### config.mk
export PLATFORM = sky130hd
export DESIGN_NAME = uart_rx_param
export DESIGN_NICKNAME = d
export VERILOG_FILES = /design/src/rtl/uart_rx_param.sv
export SDC_FILE = /design/constraint.sdc
export NUM_CORES = 1
export LEC_CHECK = 0
export CORE_ASPECT_RATIO = 0.6
export CORE_MARGIN = 4
export CORE_UTILIZATION = 60
export DETAILED_ROUTE_END_ITERATION = 8
export HOLD_SLACK_MARGIN = 0.05
export PLACE_DENSITY = 0.81
export SYNTH_ARGS = -nofsm -noshare
export SYNTH_HDL_FRONTEND = slang
export SYNTH_SLANG_ARGS = --single-unit
### constraint.sdc
create_clock -name clk -period 3.77 [get_ports clk]
set_input_delay 0.5655 -clock clk [delete_from_list [all_inputs] [get_ports clk]]
set_output_delay 0.5655 -clock clk [all_outputs]
set_load 0.02 [all_outputs]
### src/rtl/uart_rx_param.sv
// rtl/uart_rx_param.sv - parametrised UART receiver with majority voting and one-entry output buffer
module uart_rx_param #(
    parameter int CLK_FREQ  = 100000000,
    parameter int BAUD      = 9600,
    parameter int OVS       = 16,
    parameter int DATA_W    = 8,
    parameter int PARITY    = 0,
    parameter int STOP_BITS = 1
) (
    input  logic              clk,
    input  logic              arst_n,
    input  logic              rx_en,
    input  logic              rx,
    output logic [DATA_W-1:0] data,
    output logic              valid,
    input  logic              ready,
    output logic              busy,
    output logic              parity_err,
    output logic              frame_err,
    output logic              overrun
);

    localparam int DIV   = (CLK_FREQ + BAUD * OVS / 2) / (BAUD * OVS);
    localparam int DIV_W = (DIV > 1) ? $clog2(DIV) : 1;
    localparam int OS_W  = $clog2(OVS);

    typedef enum logic [2:0] {
        S_IDLE,
        S_START,
        S_DATA,
        S_PARITY,
        S_STOP,
        S_BREAK
    } state_t;

    state_t            state;
    logic              rx_s1, rx_s2, rx_d;
    logic [DIV_W-1:0]  div_cnt;
    logic [OS_W-1:0]   os_cnt;
    logic [3:0]        bit_cnt;
    logic              stop_cnt;
    logic [DATA_W-1:0] shift;
    logic              samp_a, samp_b;
    logic              par_bad, frame_bad;

    logic tick, start_det, vote_now, bit_end, vote, par_exp, finish;

    assign tick      = (div_cnt == DIV_W'(DIV - 1));
    assign start_det = (state == S_IDLE) && rx_en && rx_d && !rx_s2;
    assign vote_now  = tick && (os_cnt == OS_W'(OVS / 2 + 1));
    assign bit_end   = tick && (os_cnt == OS_W'(OVS - 1));
    assign vote      = (samp_a & samp_b) | (samp_a & rx_s2) | (samp_b & rx_s2);
    assign par_exp   = (PARITY == 2) ? ~(^shift) : ^shift;
    assign finish    = rx_en && (state == S_STOP) && vote_now &&
                       (stop_cnt == 1'(STOP_BITS - 1));

    // rx_d holds the previous synchronised level for start-edge detection
    always_ff @(posedge clk or negedge arst_n) begin
        if (!arst_n) begin
            rx_s1 <= 1'b1;
            rx_s2 <= 1'b1;
            rx_d  <= 1'b1;
        end else begin
            rx_s1 <= rx;
            rx_s2 <= rx_s1;
            rx_d  <= rx_s2;
        end
    end

    always_ff @(posedge clk or negedge arst_n) begin
        if (!arst_n)
            div_cnt <= '0;
        else if (start_det || tick)
            div_cnt <= '0;
        else
            div_cnt <= div_cnt + 1'b1;
    end

    always_ff @(posedge clk or negedge arst_n) begin
        if (!arst_n) begin
            state      <= S_IDLE;
            busy       <= 1'b0;
            os_cnt     <= '0;
            bit_cnt    <= '0;
            stop_cnt   <= 1'b0;
            shift      <= '0;
            samp_a     <= 1'b1;
            samp_b     <= 1'b1;
            par_bad    <= 1'b0;
            frame_bad  <= 1'b0;
            data       <= '0;
            valid      <= 1'b0;
            parity_err <= 1'b0;
            frame_err  <= 1'b0;
            overrun    <= 1'b0;
        end else begin
            overrun <= 1'b0;
            if (tick) begin
                os_cnt <= (os_cnt == OS_W'(OVS - 1)) ? '0 : os_cnt + 1'b1;
                if (os_cnt == OS_W'(OVS / 2 - 1))
                    samp_a <= rx_s2;
                if (os_cnt == OS_W'(OVS / 2))
                    samp_b <= rx_s2;
            end

            // Output buffer: a finishing frame may load in the same cycle the old word is accepted
            if (finish) begin
                if (!valid || ready) begin
                    data       <= shift;
                    parity_err <= par_bad;
                    frame_err  <= frame_bad | ~vote;
                    valid      <= 1'b1;
                end else begin
                    overrun <= 1'b1;
                end
            end else if (valid && ready) begin
                valid <= 1'b0;
            end

            if (!rx_en) begin
                state <= S_IDLE;
                busy  <= 1'b0;
            end else begin
                case (state)
                    S_IDLE: begin
                        if (start_det) begin
                            state     <= S_START;
                            busy      <= 1'b1;
                            os_cnt    <= '0;
                            bit_cnt   <= '0;
                            stop_cnt  <= 1'b0;
                            par_bad   <= 1'b0;
                            frame_bad <= 1'b0;
                        end
                    end
                    S_START: begin
                        if (vote_now && vote) begin
                            state <= S_IDLE;
                            busy  <= 1'b0;
                        end else if (bit_end) begin
                            state <= S_DATA;
                        end
                    end
                    S_DATA: begin
                        if (vote_now)
                            shift <= {vote, shift[DATA_W-1:1]};
                        if (bit_end) begin
                            if (bit_cnt == 4'(DATA_W - 1))
                                state <= (PARITY != 0) ? S_PARITY : S_STOP;
                            else
                                bit_cnt <= bit_cnt + 1'b1;
                        end
                    end
                    S_PARITY: begin
                        if (vote_now)
                            par_bad <= (vote != par_exp);
                        if (bit_end)
                            state <= S_STOP;
                    end
                    S_STOP: begin
                        if (vote_now) begin
                            if (!vote)
                                frame_bad <= 1'b1;
                            if (stop_cnt == 1'(STOP_BITS - 1)) begin
                                state <= (frame_bad || !vote) ? S_BREAK : S_IDLE;
                                busy  <= frame_bad || !vote;
                            end
                        end
                        if (bit_end)
                            stop_cnt <= stop_cnt + 1'b1;
                    end
                    S_BREAK: begin
                        if (rx_s2) begin
                            state <= S_IDLE;
                            busy  <= 1'b0;
                        end
                    end
                    default: begin
                        state <= S_IDLE;
                        busy  <= 1'b0;
                    end
                endcase
            end
        end
    end

endmodule

; Yosys cells after proc, flatten, opt, wreduce, memory -nomap -nowiden
; Cells that the tools add are included.
[op_classes]
eq_ne = 30
div_mod_pow = 0
muxes = 42
shifts = 0
bitwise = 8
n_addsub = 4
order_cmp = 0
n_reduce_logical = 34
multipliers = 0
[ops]
columns = operator, count
row1 = 3-bit 2-to-1 mux, 11
row2 = 4-bit 2-to-1 mux, 8
row3 = 3-bit inequality test (second input constant), 8
row4 = 3-bit one-hot mux with 6 select lines, 1
row5 = 1-bit 2-to-1 mux, 16
row6 = 2-bit inequality test (second input constant), 8
row7 = 4-bit equality test (second input constant), 3
row8 = 10-bit by 1-bit adder with 10-bit output (second input constant), 1
row9 = 10-bit equality test (second input constant), 1
row10 = 1-bit logical AND, 10
row11 = 10-bit 2-to-1 mux, 1
row12 = 5-bit AND reduction, 2
row13 = 4-bit by 1-bit adder with 4-bit output (second input constant), 2
row14 = 4-bit by 3-bit equality test with 1-bit output (second input constant), 2
row15 = 4-bit one-hot mux with 2 select lines, 1
row16 = 2-bit AND reduction, 4
row17 = 4-bit AND reduction, 2
row18 = 8-bit AND reduction, 1
row19 = 2-bit nonzero test, 4
row20 = 8-bit XOR reduction, 1
row21 = 3-bit by 2-bit equality test with 1-bit output (second input constant), 2
row22 = 3-bit equality test (second input constant), 2
row23 = 1-bit one-hot mux with 2 select lines, 3
row24 = 6-bit AND reduction, 1
row25 = other kinds (14), 23
[word_totals]
regBits = 50
elab_cells = 137
inputBits = 5
mem_bits_ro = 0
output_inout_bits = 13
ramBits = 0
latch_bits = 0
memories = 0

; Logic depth before layout (Yosys ltp)
[logic_depth]
word_depth = 10
ltp_mapped = 8
depth_no_buf = 7

; Worst setup path before layout
; OpenSTA, ideal clock, no wires.
[synth_timing]
kind = register to register
startpoint = register div_cnt[5]
endpoint = register shift[0]
stages_incl_launch_ff = 6
slack_ps = 1368
synth_period_minus_slack_ps = 2402
required_ps = 3645
arrival_time_ps = 2277
path_buffers = 1
setup_ps = 125
path_cell_list = dfrtp_1 -> or4b_4 -> or4_4 -> or3_1 -> buf_6 -> mux2_4
[synth_between]
elab_chain_len = 3
[synth_lines]
columns = item, line_no
row1 = "start, declared", 38  ; logic [DIV_W-1:0] div_cnt;
row2 = "start signal, assigned", 76  ; div_cnt <= div_cnt + 1'b1;
row3 = 10-bit equality test, 48  ; assign tick = (div_cnt == DIV_W'(DIV - 1));
row4 = 1-bit logical AND, 50  ; assign vote_now = tick && (os_cnt == OS_W'(OVS / 2 + 1));
row5 = 3-bit AND reduction (no source line), n/a
row6 = "end signal, assigned", 146  ; shift <= {vote, shift[DATA_W-1:1]};
row7 = "end, declared", 42  ; logic [DATA_W-1:0] shift;
; Every way passes these cells.
; A chain may end at the register's enable or synchronous reset.

; Worst setup path in the final report
[layout_timing]
startpoint = register div_cnt[5]
endpoint = register parity_err
[layout_between]
elab_chain_len = 5
[layout_lines]
columns = item, line_no
row1 = 10-bit equality test, 48
row2 = 1-bit logical AND, 50
row3 = 1-bit logical AND (2 in series), 54  ; assign finish = rx_en && (state == S_STOP) && vote_now &&
row4 = 2-bit AND reduction (no source line), n/a
row5 = "end signal, assigned", 110  ; parity_err <= par_bad;
row6 = "end, declared", 18  ; output logic parity_err,
; Every way passes these cells.

==> key figures <==
Run status
  – Status: completed

Clock tree
  – H-tree Lvls: 2
  – CTS root buf: clkbuf_8
  – CTS resizes: 0
  – Clk_lat worst skew: about 0.30 ns
  – Cts bufs inserted: 5
  – Postcts setup bufs: 0
  – CTS tree: yes
  – Reg clk slew, reported paths: ~0.090 ns
  – Clock sink count: 50
  – Longest Clk Path Bufs: 2
  – Post-cts hold buffer count: 0

Synthesis
  – Synth top area share: between 40% and 50%
  – Post-synth net total: 230
  – Count of cell types in the netlist: between 40 and 50
  – Cells after Synth: 219
  – Seq/Total Area, Yosys: a little over 50%
  – Syn. warnings: 0
  – Ys flop type: dfrtp_1
  – Largest cells by area after synthesis: dfrtp_1 46%, mux2_2 6.0%, dfstp_2 5.3%, mux2_4 4.9%, xnor2_1 4.3%
  – Synthesized cell area: around 2500 um2
  – Ys async rst share: 100%
  – Synthesized flop and latch total: 50
  – Mean Syn Cell Area: roughly 11 um2
  – Post-synth top area cell: dfrtp_1
  – Number of flops mapped to enable cells by yosys: 0

Global routing
  – Vias in the first global route: between 1.5k and 2k
  – Total track usage: a little under a fifth
  – Initial antenna violation count: 0
  – Largest net degree at the start of global routing: around 50
  – Global route overflow: 0
  – Global-route wire length before repair: slightly below 8000 um

Critical path
  – Worst path required time: around 4 ns
  – Worst Setup Start Kind: register
  – CP Max Fanout: 11
  – Endpoint type of the worst setup path: register
  – Worst r2r src: div_cnt[5]
  – Worst Setup SP: div_cnt[5]
  – Setup CP Type: reg2reg
  – R2r worst-path depth: 4
  – Data arrival, critical path: roughly 3.0 ns

STA
  – Slew @ Worst Pin: 1.08 ns
  – Clock Skew: between 0.01 and 0.015 ns
  – Final hold violations: 0
  – Setup TNS: 0 ns
  – Endpoints failing setup: 0
  – Slew margin rel.: about 28%
  – RSZ-0062 raised after global routing: false
  – Slew Viols, Final: 0
  – Final Critical Period: 2.83 ns
  – FMAX: 353 MHz
  – Final worst-path cycle share: around 75%

Floorplanning
  – Row count: 17
  – Starting Density: between 60% and 70%
  – Die Y: ~58 um
  – Die W: approximately 90 um
  – Count of boundary I/O pins: 18
  – Die ar.: about 5200 um2
  – Core ar.: 3810 um2

Min path
  – Hold path start: rx_s1
  – Hold path depth: 0
  – HP Class: reg2reg

Routing
  – DR vias: approximately 1.7k
  – DRT antenna net count: 0
  – Detailed-route DRC error count: 0
  – Via density: around 6
  – Pre-Repair DR Iteration Count: 4
  – DRT Wirelength: 4500 um
  – Initial DRC count: approximately 130
  – DR WL/cell: ~16 um

Pwr
  – Leakage: 1.27 nW
  – Net switching power of the design: about 350 uW
  – Comb power frac: 14.8%
  – Pwr/cell area: 438 nW/um2
  – VDD IR max: approximately 0.00035 V
  – Sw frac: between 20 and 30%
  – Total power: about 1.2 mW
  – Clk network pwr share: between 30% and 40%
  – Cell Int Power: about 870 uW
  – Sequential share of power: a little over half

Layout
  – Area of the multi-input gates: between 1000 and 1500 um2
  – P&R area growth vs syn: 12.5%
  – ANT cells: 0
  – Reg area: 1260 um2
  – Final net count: 249
  – Fillers: ~260
  – Share of layout cells above drive strength 1: between 10% and 20%

Placement
  – RePlAce Congestion: between 0.9 and 1
  – Post-DP HPWL: approximately 3000 um
  – Port Buffers: 17

Run
  – Max-cap violations: 0
==> through the flow <==
| step | hold slack [ns] | area, um2 | worst slack, ns | util (%) | std cells |
|---|---|---|---|---|---|
| finish | 0.360 | 2770 | 0.940 | 72.7 | 286 |
| global route | 0.369 | 2770 | 0.758 | 72.7 | 286 |
| CTS | 0.363 | 2770 | 0.907 | 72.7 | 286 |
| detailed placement | 0.350 | 2650 | 1.01 | 69.7 | 278 |
| global placement | 0.345 | 2650 | 1.13 | 69.7 | 278 |
| floorplan | 0.270 | 2460 | 1.37 | - | 219 |
==> sequential cells by signal, summed over array words and instances (netlist names) <==
| signal | count |
|---|---|
| rx_s2 | 1 |
| busy | 1 |
| frame_bad | 1 |
| frame_err | 1 |
| bit_cnt | 4 |
| rx_d | 1 |
| parity_err | 1 |
| os_cnt | 4 |
| samp_a | 1 |
| rx_s1 | 1 |
| par_bad | 1 |
| samp_b | 1 |
| data | 8 |
| state | 3 |
| shift | 8 |
| valid | 1 |
| stop_cnt | 1 |
| div_cnt | 10 |
| overrun | 1 |
==> cell usage in the layout, fill, tap and decap left out, types with 2 or more instances in the layout <==
| cell | count |
|---|---|
| nand3_1 | 9 |
| clkinvlp_4 | 2 |
| nand2_1 | 16 |
| o211a_1 | 2 |
| a21bo_2 | 2 |
| nor2b_1 | 4 |
| nor4_1 | 3 |
| xor2_1 | 5 |
| nor3_1 | 3 |
| dfstp_2 | 5 |
| nor2_1 | 22 |
| nand4_1 | 2 |
| clkdlybuf4s50_1 | 16 |
| or3_1 | 4 |
| a21oi_1 | 8 |
| nand4b_1 | 2 |
| clkbuf_8 | 5 |
| xnor2_1 | 12 |
| o21ai_0 | 7 |
| and3_1 | 3 |
| ha_1 | 6 |
| inv_1 | 7 |
| mux2_4 | 8 |
| mux2_2 | 13 |
| nand3b_1 | 4 |
| dfrtp_1 | 45 |
==> routing by layer <==
layer | vias up | wire length [um] | track usage, %
li1 | 813 | - | -
met1 | 813 | 2410 | 29.0
met2 | 39 | 1850 | 26.2
met3 | 7 | 198 | 4.08
met4 | 0 | 40 | 5.45
met5 | - | 0 | 0
==> path summary, 6_finish.rpt <==
path                              end  slack, ns
max in group asynchronous  parity_err       2.65
max                        parity_err       0.94
min                             rx_s2       0.36
min reg2reg                     rx_s2       0.36
min in group asynchronous  bit_cnt[1]       0.44
max reg2reg                parity_err       0.94
==> kinds of logic (layout without fill, tap and decap cells) <==
group	Yosys count	in the layout	share of synthesized area, %
flops	50	50	51.1
compound gates	29	29	7.94
buf+inv	12	32	2.34
simple gates	82	82	17.9
fa+ha+maj	7	7	3.46
xor+xnor	17	17	6.05
mux	22	22	11.2
==> cells in the mapped netlist (all sizes together) (2+ instances only) <==
library cell,instances
o21ai,8
dfrtp,45
clkbuf,2
inv,7
nand3b,4
buf,3
xnor2,12
nand4b,2
ha,6
dfstp,5
nor3,3
xor2,5
o211a,2
nor4,3
mux2,21
or3,5
a21oi,8
o31a,2
nand4,2
a21bo,2
nand3,9
nor2b,4
nand2,16
nor2,22
and3,3
==> power by group through the flow <==
stage          Clock (mW)  Sequential, mW  Combinational [mW]
3_5_place_dp            0           0.657               0.174
4_1_cts             0.385           0.651               0.180
5_1_grt             0.407           0.661               0.203
6_report            0.378           0.653               0.179
3_3_place_gp            0           0.654               0.170
2_1_floorplan           0           0.641               0.133
==> worst max-delay path, stage by stage, from the launching register on <==
cell and delay (ns):
dfrtp_1 0.43, or4b_4 0.57, nor4_1 0.64, nand4b_1 0.61, mux2_2 0.47
==> final cells by class <==
cell class              count  area share (%)
clock buffers               5            2.49
well taps                  47            2.13
repair buffers             17            5.97
multi-input cells         157            41.4
inverters                   7           0.950
flip-flops and latches     50            45.5
clock inverters             3            1.63
Note: power is estimated with default switching activity, not from simulation.
